## config.mk

```make
export PLATFORM = sky130hd
export DESIGN_NAME = ccff_chain_loader
export DESIGN_NICKNAME = d
export VERILOG_FILES = /design/src/rtl/ccff_chain_loader.sv
export SDC_FILE = /design/constraint.sdc
export NUM_CORES = 1
export LEC_CHECK = 0
export BUFFER_PORTS_ARGS = -buffer_cell sky130_fd_sc_hd__buf_2
export CORE_MARGIN = 2
export CORE_UTILIZATION = 25
export DETAILED_ROUTE_END_ITERATION = 8
export SLEW_MARGIN = 20
export SYNTH_ARGS = -nofsm -noshare
export SYNTH_HDL_FRONTEND = slang
export SYNTH_SLANG_ARGS = --single-unit
```

## constraint.sdc

```tcl
create_clock -name prog_clk -period 1.49 [get_ports prog_clk]
set_input_delay 0.149 -clock prog_clk [delete_from_list [all_inputs] [get_ports prog_clk]]
set_output_delay 0.149 -clock prog_clk [all_outputs]
set_load 0.05 [all_outputs]
```

## src/rtl/ccff_chain_loader.sv

```systemverilog
`default_nettype none
// ============================================================================
// Module   : ccff_chain_loader
// Purpose  : Programs one configuration-chain segment from a word-wide
//            bitstream. Words are accepted over valid/ready, shifted LSB-first
//            onto ccff_head for exactly CHAIN_LEN shift cycles, and the old
//            chain contents leaving ccff_tail are packed into readback words.
// Revision : 1.0 - initial release
// ============================================================================
module ccff_chain_loader #(
   parameter int CHAIN_LEN = 8,
   parameter int WORD_W    = 8,
   parameter int CNT_W     = $clog2(CHAIN_LEN + 1)
) (
   input  logic              prog_clk,
   input  logic              prog_reset_n,
   input  logic              start,
   input  logic              abort,
   input  logic [WORD_W-1:0] word_data,
   input  logic              word_valid,
   output logic              word_ready,
   output logic              ccff_head,
   output logic              ccff_shift_en,
   input  logic              ccff_tail,
   output logic [WORD_W-1:0] rb_data,
   output logic              rb_valid,
   output logic              busy,
   output logic              done,
   output logic [CNT_W-1:0]  bits_loaded
);

   localparam int IDX_W = (WORD_W > 1) ? $clog2(WORD_W) : 1;
   localparam logic [IDX_W-1:0] C_IDX_LAST = IDX_W'(WORD_W - 1);
   localparam logic [CNT_W-1:0] C_CNT_LAST = CNT_W'(CHAIN_LEN - 1);

   localparam logic [1:0] C_IDLE      = 2'd0;
   localparam logic [1:0] C_WAIT_WORD = 2'd1;
   localparam logic [1:0] C_SHIFT     = 2'd2;
   localparam logic [1:0] C_DONE      = 2'd3;

   logic [1:0]        state_q;
   logic [1:0]        state_d;
   logic [WORD_W-1:0] shreg_q;
   logic [WORD_W-1:0] rb_acc_q;
   logic [WORD_W-1:0] rb_data_q;
   logic [IDX_W-1:0]  idx_q;
   logic [CNT_W-1:0]  cnt_q;
   logic              head_q;
   logic              rb_valid_q;

   logic [WORD_W-1:0] w_shreg_shift;
   logic [WORD_W-1:0] w_rb_word;
   logic              w_last_bit;
   logic              w_last_word_bit;

   // The bit being shifted out this cycle is the final one of the load / of the word.
   assign w_last_bit      = (cnt_q == C_CNT_LAST);
   assign w_last_word_bit = (idx_q == C_IDX_LAST);
   assign w_shreg_shift   = shreg_q >> 1;

   // State register.
   always_ff @(posedge prog_clk or negedge prog_reset_n) begin
      if (!prog_reset_n) begin
         state_q <= C_IDLE;
      end else begin
         state_q <= state_d;
      end
   end

   // Next-state logic; abort overrides every other transition.
   always_comb begin
      state_d = state_q;
      if (abort) begin
         state_d = C_IDLE;
      end else begin
         case (state_q)
            C_IDLE, C_DONE: if (start)      state_d = C_WAIT_WORD;
            C_WAIT_WORD:    if (word_valid) state_d = C_SHIFT;
            C_SHIFT: begin
               if (w_last_bit)           state_d = C_DONE;
               else if (w_last_word_bit) state_d = C_WAIT_WORD;
            end
            default:                     state_d = C_IDLE;
         endcase
      end
   end

   // State-decoded outputs; these drop with the asynchronous reset.
   always_comb begin
      word_ready    = (state_q == C_WAIT_WORD);
      ccff_shift_en = (state_q == C_SHIFT);
      busy          = (state_q == C_WAIT_WORD) || (state_q == C_SHIFT);
      done          = (state_q == C_DONE);
   end

   // Readback word including the tail bit being sampled on this edge.
   always_comb begin
      w_rb_word        = rb_acc_q;
      w_rb_word[idx_q] = ccff_tail;
   end

   // Datapath: word shifter, bit counters, head bit and readback packing.
   always_ff @(posedge prog_clk or negedge prog_reset_n) begin
      if (!prog_reset_n) begin
         shreg_q    <= '0;
         rb_acc_q   <= '0;
         rb_data_q  <= '0;
         idx_q      <= '0;
         cnt_q      <= '0;
         head_q     <= 1'b0;
         rb_valid_q <= 1'b0;
      end else begin
         rb_valid_q <= 1'b0;
         if (abort) begin
            // A partially packed readback word is dropped, never emitted.
            shreg_q  <= '0;
            rb_acc_q <= '0;
            idx_q    <= '0;
            cnt_q    <= '0;
            head_q   <= 1'b0;
         end else begin
            case (state_q)
               C_IDLE, C_DONE: begin
                  if (start) begin
                     rb_acc_q <= '0;
                     idx_q    <= '0;
                     cnt_q    <= '0;
                     head_q   <= 1'b0;
                  end
               end
               C_WAIT_WORD: begin
                  if (word_valid) begin
                     shreg_q <= word_data;
                     head_q  <= word_data[0];
                     idx_q   <= '0;
                  end
               end
               C_SHIFT: begin
                  cnt_q   <= cnt_q + CNT_W'(1);
                  idx_q   <= idx_q + IDX_W'(1);
                  shreg_q <= w_shreg_shift;
                  if (w_last_bit || w_last_word_bit) begin
                     // Word boundary or end of chain: leftover word bits are discarded.
                     head_q     <= 1'b0;
                     rb_data_q  <= w_rb_word;
                     rb_valid_q <= 1'b1;
                     rb_acc_q   <= '0;
                  end else begin
                     head_q   <= w_shreg_shift[0];
                     rb_acc_q <= w_rb_word;
                  end
               end
               default: begin
                  head_q <= 1'b0;
               end
            endcase
         end
      end
   end

   assign ccff_head   = head_q;
   assign rb_data     = rb_data_q;
   assign rb_valid    = rb_valid_q;
   assign bits_loaded = cnt_q;

endmodule
`default_nettype wire

```

==> metrics.md, run 1 <==
| Metric | Value |
|---|---|
| Reg clk slew, reported paths | 0.08 ns |
| Clk pwr share | 30.0% |
| Crit path largest cell delay | 0.43 ns |
| Hold Path Depth | 3 |
| Outcome | finished with violations |
| Crit path max-delay cell type | dfrtp_2 |
| Fin area | 2610 um2 |
| # DRC | 0 |
| Switching power | 1.13 mW |
| Fin cells | 317 |
| Vias in the first global route | 1,403 |
| CTS tree | done |
| Commonest non-fill, non-tap cell in the layout | dfrtp_1 |
| Post-Syn Instances | 174 |
| F_max | 0.655 GHz |
| Area grow syn2layout | 54.2% |
| Die X | 86.3 um |
| Setup violations, final | 10 |
| Antenna Cells | 0 |
| Startpoint types | flip-flop |
| CTS Buf Count | 5 |
| Tightest Pin Transition | 0.358 ns |
| Vias/cell | 4.59 |
| CTS Buffer Depth | 2 |
| Yosys Warn Count | 0 |
| Arrival time of the worst setup path | 1.71 ns |
| Worst Hold Class | primary input to flip-flop |
| Synthesized Nets | 194 |
| Mapped Area | 1690 um2 |
| Drt pass-1 iters | 4 |
| DIE HEIGHT | 86.3 um |
| Drt total wl | 4040 um |
| Largest net degree at the start of global routing | 35 |
| Max Cap Violations | 0 |
| Buffers on Ports | 31 |
| Sequential Power Share | 30.4% |
| Peak supply drop | 0.483 mV |
| #FFs+latches synth | 34 |
| Yosys cell types | 33 |
| Mean Syn Cell Area | 9.72 um2 |
| Core Rows | 29 |
| P_int | 2.32 mW |
| Endpoints failing hold | 0 |
| Worst Path Class, Setup | flip-flop to flip-flop |
| Ys async rst share | 100% |
| GR Overflow Total | 0 |
| Clock Tree Root | clkbuf_8 |
| Critical Path RT | 1.68 ns |
| Clk_lat worst skew | 0.29 ns |
| Cell Chain, Critical Path | ha_4 > and3b_2 > o21ai_4 > clkbuf_16 > o21ai_1 |
| Failing checks | negative setup slack |
| Seq/Total Area, Yosys | 50.3% |
| Post-route minimum period | 1.53 ns |
| DPL Wire Length | 2660 um |
| Worst Path Buf+Inv | 1 |
| Initial antenna violation count | 0 |
| Final Cycle Share | 102% |
| Placed Instance Area | 2190 um2 |
| Total power | 3.46 mW |
| Starting Density | 26.2% |
| Number of enable flip-flop cells after synthesis | 0 |
| FILL cells | 646 |
| RSZ-0062 raised after global routing | yes |
| Routed vias | 1,456 |
| Post-route ant nets | 0 |
| Num Clock Sinks | 34 |
| RePlAce Congestion | 0.721 |
| Lkg Pwr | 1.23 nW |
| Crit end category | flip-flop |
| Placed cells | 300 |
| Global Route Usage Sum | 11.0% |
| Clock skew | 0.00860 ns |
| Core area | 6460 um2 |
| Commonest cells after routing, fill and taps aside | dfrtp_1, buf_2, buf_4 |
| Final core occ | 40.4% |
| Detailed Route Iter0 Violations | 54 |
| Die area | 7440 um2 |
| Switching part of the total power | 32.8% |
| Layout cells sized above 1 | 48.3% |
| WHS | 0.0998 ns |
| Main synth FF type | dfrtp_1 |
| CP top delay family | flip-flops |
| Total I/O pin count | 32 |
| Slew Limit Fails | 0 |
| Critical Path Stages | 5 |
| CP max FO | 8 |
| Nets | 259 |
| R2R cell count | 5 |
| Comb power frac | 39.5% |
| Wire per inst | 12.8 um |
| H-tree Lvls | 2 |
| Relative slew slack | 76.1% |
| First-pass GRT wire length | 6430 um |
| Worst setup margin | -0.0360 ns |
| PwrDens | 1330 nW/um2 |
worst register-to-register path: stages, from the launching register on:
cell and delay, ns:
dfrtp_2 0.43, ha_4 0.16, and3b_2 0.25, o21ai_4 0.29, clkbuf_16 0.23, o21ai_1 0.07
synthesized netlist by cell type, types with 3 or more instances:
| cell | count | share of area (%) |
|---|---|---|
| nand2b_1 | 3 | 1.1 |
| o31ai_1 | 7 | 3.1 |
| nand3_1 | 4 | 1.2 |
| dfrtp_1 | 34 | 50 |
| o21ai_1 | 10 | 3.0 |
| nand2_1 | 37 | 8.2 |
| nor2_1 | 7 | 1.6 |
| o21ai_0 | 12 | 3.6 |
| ha_1 | 6 | 4.4 |
| clkbuf_1 | 4 | 0.89 |
| inv_1 | 4 | 0.89 |
| nor3_1 | 4 | 1.2 |
| mux2i_1 | 15 | 8.9 |
| buf_2 | 4 | 1.2 |
area by class of cell:
type	instances	area, um2	share of cell area, %
Clock buffer	5	68.8	2.64
Clock inverter	3	68.8	2.64
Inverter	4	15.0	0.576
Multi-Input combinational cell	126	948	36.4
Sequential cell	34	853	32.7
Tap cell	77	96.3	3.69
Timing Repair Buffer	68	558	21.4
stage by stage:
stage                     setup TNS, ns  setup WS, ns
final                            -0.184       -0.0360
after global routing              -1.97        -0.100
after CTS                       -0.0839       -0.0366
after detailed placement          -1.54        -0.181
after global placement           -0.822        -0.101
after floorplan                   -2.72        -0.189
metal layers:
metal  vias to the layer above  part of all wire [%]  global-route usage (%)
met3                         6                   3.6                    3.52
li1                        735                     -                       -
met5                         -                     0                       0
met2                        20                    48                    17.0
met4                         0                   1.4                    5.26
met1                       695                    47                    14.0
final timing paths:
path / startpoint / endpoint / slack, ns
setup / recovery: bits_loaded[1]$_DFFE_PN0P_ / rb_data[7]$_DFFE_PN0P_ / -0.04
hold / removal: word_data[7] / shreg_q[7]$_DFFE_PN0P_ / 0.1
setup reg to reg: bits_loaded[1]$_DFFE_PN0P_ / rb_data[7]$_DFFE_PN0P_ / -0.04
hold reg to reg: shreg_q[3]$_DFFE_PN0P_ / shreg_q[3]$_DFFE_PN0P_ / 0.48
max in group asynchronous: prog_reset_n / bits_loaded[1]$_DFFE_PN0P_ / 0.94
min in group asynchronous: prog_reset_n / bits_loaded[2]$_DFFE_PN0P_ / 0.34
registers in the layout (all words and copies together), names as in the netlist:
signal       cells
state_q          2
bits_loaded      4
shreg_q          7
rb_acc_q         8
rb_data          8
rb_valid         1
ccff_head        1
idx_q            3
power by group through the flow:
stage / logic (mW) / clock network, mW / registers (mW)
final: 1.37 / 1.04 / 1.05
after global routing: 1.48 / 1.09 / 1.06
after CTS: 1.29 / 1.05 / 1.05
after detailed placement: 1.08 / 0 / 1.07
after global placement: 1.07 / 0 / 1.07
after floorplan: 0.698 / 0 / 1.10
cell families after synthesis:
logic type               count (synthesis)  share of synthesized area, %
adder cells (fa/ha/maj)                  6                          4.44
buffers and inverters                   14                          3.62
flip-flops                              34                          50.3
AND/OR/NAND/NOR                         67                          18.8
AO/OA/AOI/OAI                           38                          14.0
multiplexers                            15                          8.88
repair_timing:
action / CTS / global route
gates resized for setup: 17 / 41
setup endpoints to repair: 18 / 35
hold buffers: 1 / 0
gates cloned: 0 / 2
buffers inserted: 1 / 5
hold endpoints to repair: 34 / 0
pin swaps: 4 / 23
Note: power is estimated with default switching activity, not from simulation.
==> run 2: changes to the inputs <==
- CORE_MARGIN: 2 -> 1
- SETUP_SLACK_MARGIN: unset -> 0.02
==> run 2 against run 1 <==
Compared with the run above:
- the run ends with design-rule violations, negative setup slack left
- via count is 1.2% higher
- die area is 4.6% lower
- sequential share of layout area is 0.11 points higher
- clock skew is 0.0050 ns lower
- clock power is 36% lower
- power is 4.2% lower
- cell count is 0.95% higher
- routed wire length is 5.0% higher
- first-iteration DRC count is 35% higher
- sequential power hardly changed
- maximum frequency is 0.71% higher
- non-clock buffer count is 3 higher
- critical path type unchanged
- largest cell class unchanged
==> metrics.md, run 2 (synthesis results as in run 1) <==
| Metric | Value |
|---|---|
| Largest net degree at the start of global routing | 35 |
| RePlAce Congestion | 0.723 |
| Crit end category | flip-flop |
| Fin cells | 320 |
| Worst Path Buf+Inv | 0 |
| Detailed Route Iter0 Violations | 73 |
| Post-route ant nets | 0 |
| Total power | 3.31 mW |
| Worst Path Class, Setup | flip-flop to flip-flop |
| WHS | 0.111 ns |
| Register area | 853 um2 |
| Failing checks | design-rule violations, negative setup slack |
| PwrDens | 1270 nW/um2 |
| Setup violations, final | 9 |
| Outcome | finished with violations |
| Multi-input logic area | 991 um2 |
| Placed cells | 303 |
| DIE HEIGHT | 84.3 um |
| CP max FO | 4 |
| Tightest Pin Transition | 0.452 ns |
| Fin area | 2600 um2 |
| Clock Tree Root | clkbuf_8 |
| Total I/O pin count | 32 |
| Worst Hold Class | primary input to flip-flop |
| Lkg Pwr | 1.24 nW |
| CTS Buf Count | 5 |
| Commonest cells after routing, fill and taps aside | dfrtp_1, buf_2, buf_4 |
| Placed Instance Area | 2200 um2 |
| Area grow syn2layout | 53.7% |
| Vias in the first global route | 1,391 |
| Arrival time of the worst setup path | 1.74 ns |
| Routed vias | 1,474 |
| Drt total wl | 4250 um |
| GR Overflow Total | 0 |
| Crit path largest cell delay | 0.46 ns |
| Cell Chain, Critical Path | ha_4 > or2_4 > a21oi_4 > or4b_1 > nand2_1 |
| Core area | 6460 um2 |
| FILL cells | 640 |
| Layout cells sized above 1 | 50.6% |
| Critical Path RT | 1.72 ns |
| Commonest non-fill, non-tap cell in the layout | dfrtp_1 |
| Peak supply drop | 0.424 mV |
| Clock skew | 0.00364 ns |
| Starting Density | 26.2% |
| Worst slack, placed | -0.162 ns |
| Endpoints failing hold | 0 |
| RSZ-0062 raised after global routing | yes |
| CP Launch Point | state_q[1]$_DFFE_PN0P_ |
| Nets | 262 |
| CTS tree | done |
| Core Rows | 29 |
| Max Cap Violations | 0 |
| Final core occ | 40.3% |
| DPL Wire Length | 2710 um |
| Relative slew slack | 69.9% |
| H-tree Lvls | 2 |
| Hold wc startpoint | word_data[7] |
| Post-route minimum period | 1.52 ns |
| Reg clk slew, reported paths | 0.07 ns |
| Die X | 84.3 um |
| Crit path max-delay cell type | or4b_1 |
| Initial antenna violation count | 0 |
| Buffers on Ports | 31 |
| CTS Buffer Depth | 2 |
| TNS Setup | -0.126 ns |
| F_max | 0.660 GHz |
| Worst setup margin | -0.0252 ns |
| Startpoint types | flip-flop |
| # DRC | 4 |
| Vias/cell | 4.61 |
| Clk_lat worst skew | 0.29 ns |
| Origin of the critical flop-to-flop path | state_q[1]$_DFFE_PN0P_ |
| Slew Limit Fails | 0 |
| Antenna Cells | 0 |
| Num Clock Sinks | 34 |
| Global Route Usage Sum | 12.0% |
| Final Cycle Share | 102% |
| Die area | 7100 um2 |
| Wire per inst | 13.3 um |
| First-pass GRT wire length | 6600 um |
| CP top delay family | simple AND/OR/NAND/NOR gates |
| Drt pass-1 iters | 6 |
-- run 2: worst paths after layout --
path                                                   end  slack, ns  cells past startpoint
worst min-delay path                shreg_q[7]$_DFFE_PN0P_       0.11                      3
worst min register to register      shreg_q[5]$_DFFE_PN0P_       0.48                      2
worst max-delay path            bits_loaded[2]$_DFFE_PN0P_      -0.03                      5
worst max register to register  bits_loaded[2]$_DFFE_PN0P_      -0.03                      5
max in group asynchronous       bits_loaded[0]$_DFFE_PN0P_       0.72                      3
min in group asynchronous           rb_data[6]$_DFFE_PN0P_       0.43                      3
-- run 2: timing repair --
item                                    in CTS  in global routing
gates cloned                                 0                  2
hold endpoints to repair                    34                  0
buffers inserted                             2                  4
endpoints found under the setup margin      27                 35
pin swaps                                   13                 16
gates resized for setup                     25                 45
hold buffers                                 1                  0
-- run 2: area by class of cell --
cell class / instances / area share [%]
flip-flops and latches: 34 / 32.8
clock buffers: 6 / 2.79
multi-input cells: 126 / 38.1
well taps: 77 / 3.71
repair buffers: 71 / 21.4
inverters: 4 / 0.674
clock inverters: 2 / 0.529
-- run 2: routing by layer --
| metal | global-route usage [%] | up-vias | wire length, um | part of all wire, % |
|---|---|---|---|---|
| met2 | 18.5 | 22 | 2120 | 50 |
| met3 | 5.11 | 4 | 202 | 4.8 |
| li1 | - | 743 | - | - |
| met4 | 4.23 | 0 | 34 | 0.80 |
| met1 | 15.1 | 705 | 1890 | 44 |
| met5 | 0 | - | 0 | 0 |
-- run 2: worst register-to-register path, stage by stage (launching register included) --
cell,delay [ns]
dfrtp_1,0.42
ha_4,0.31
or2_4,0.13
a21oi_4,0.07
or4b_1,0.46
nand2_1,0.07
-- run 2: where the power goes --
group / switching (mW) / internal, mW / total [mW] / leakage (nW)
logic: 0.811 / 0.774 / 1.58 / 0.735
clock network: 0.340 / 0.329 / 0.669 / 0.0452
registers: 0.0568 / 1.00 / 1.06 / 0.463
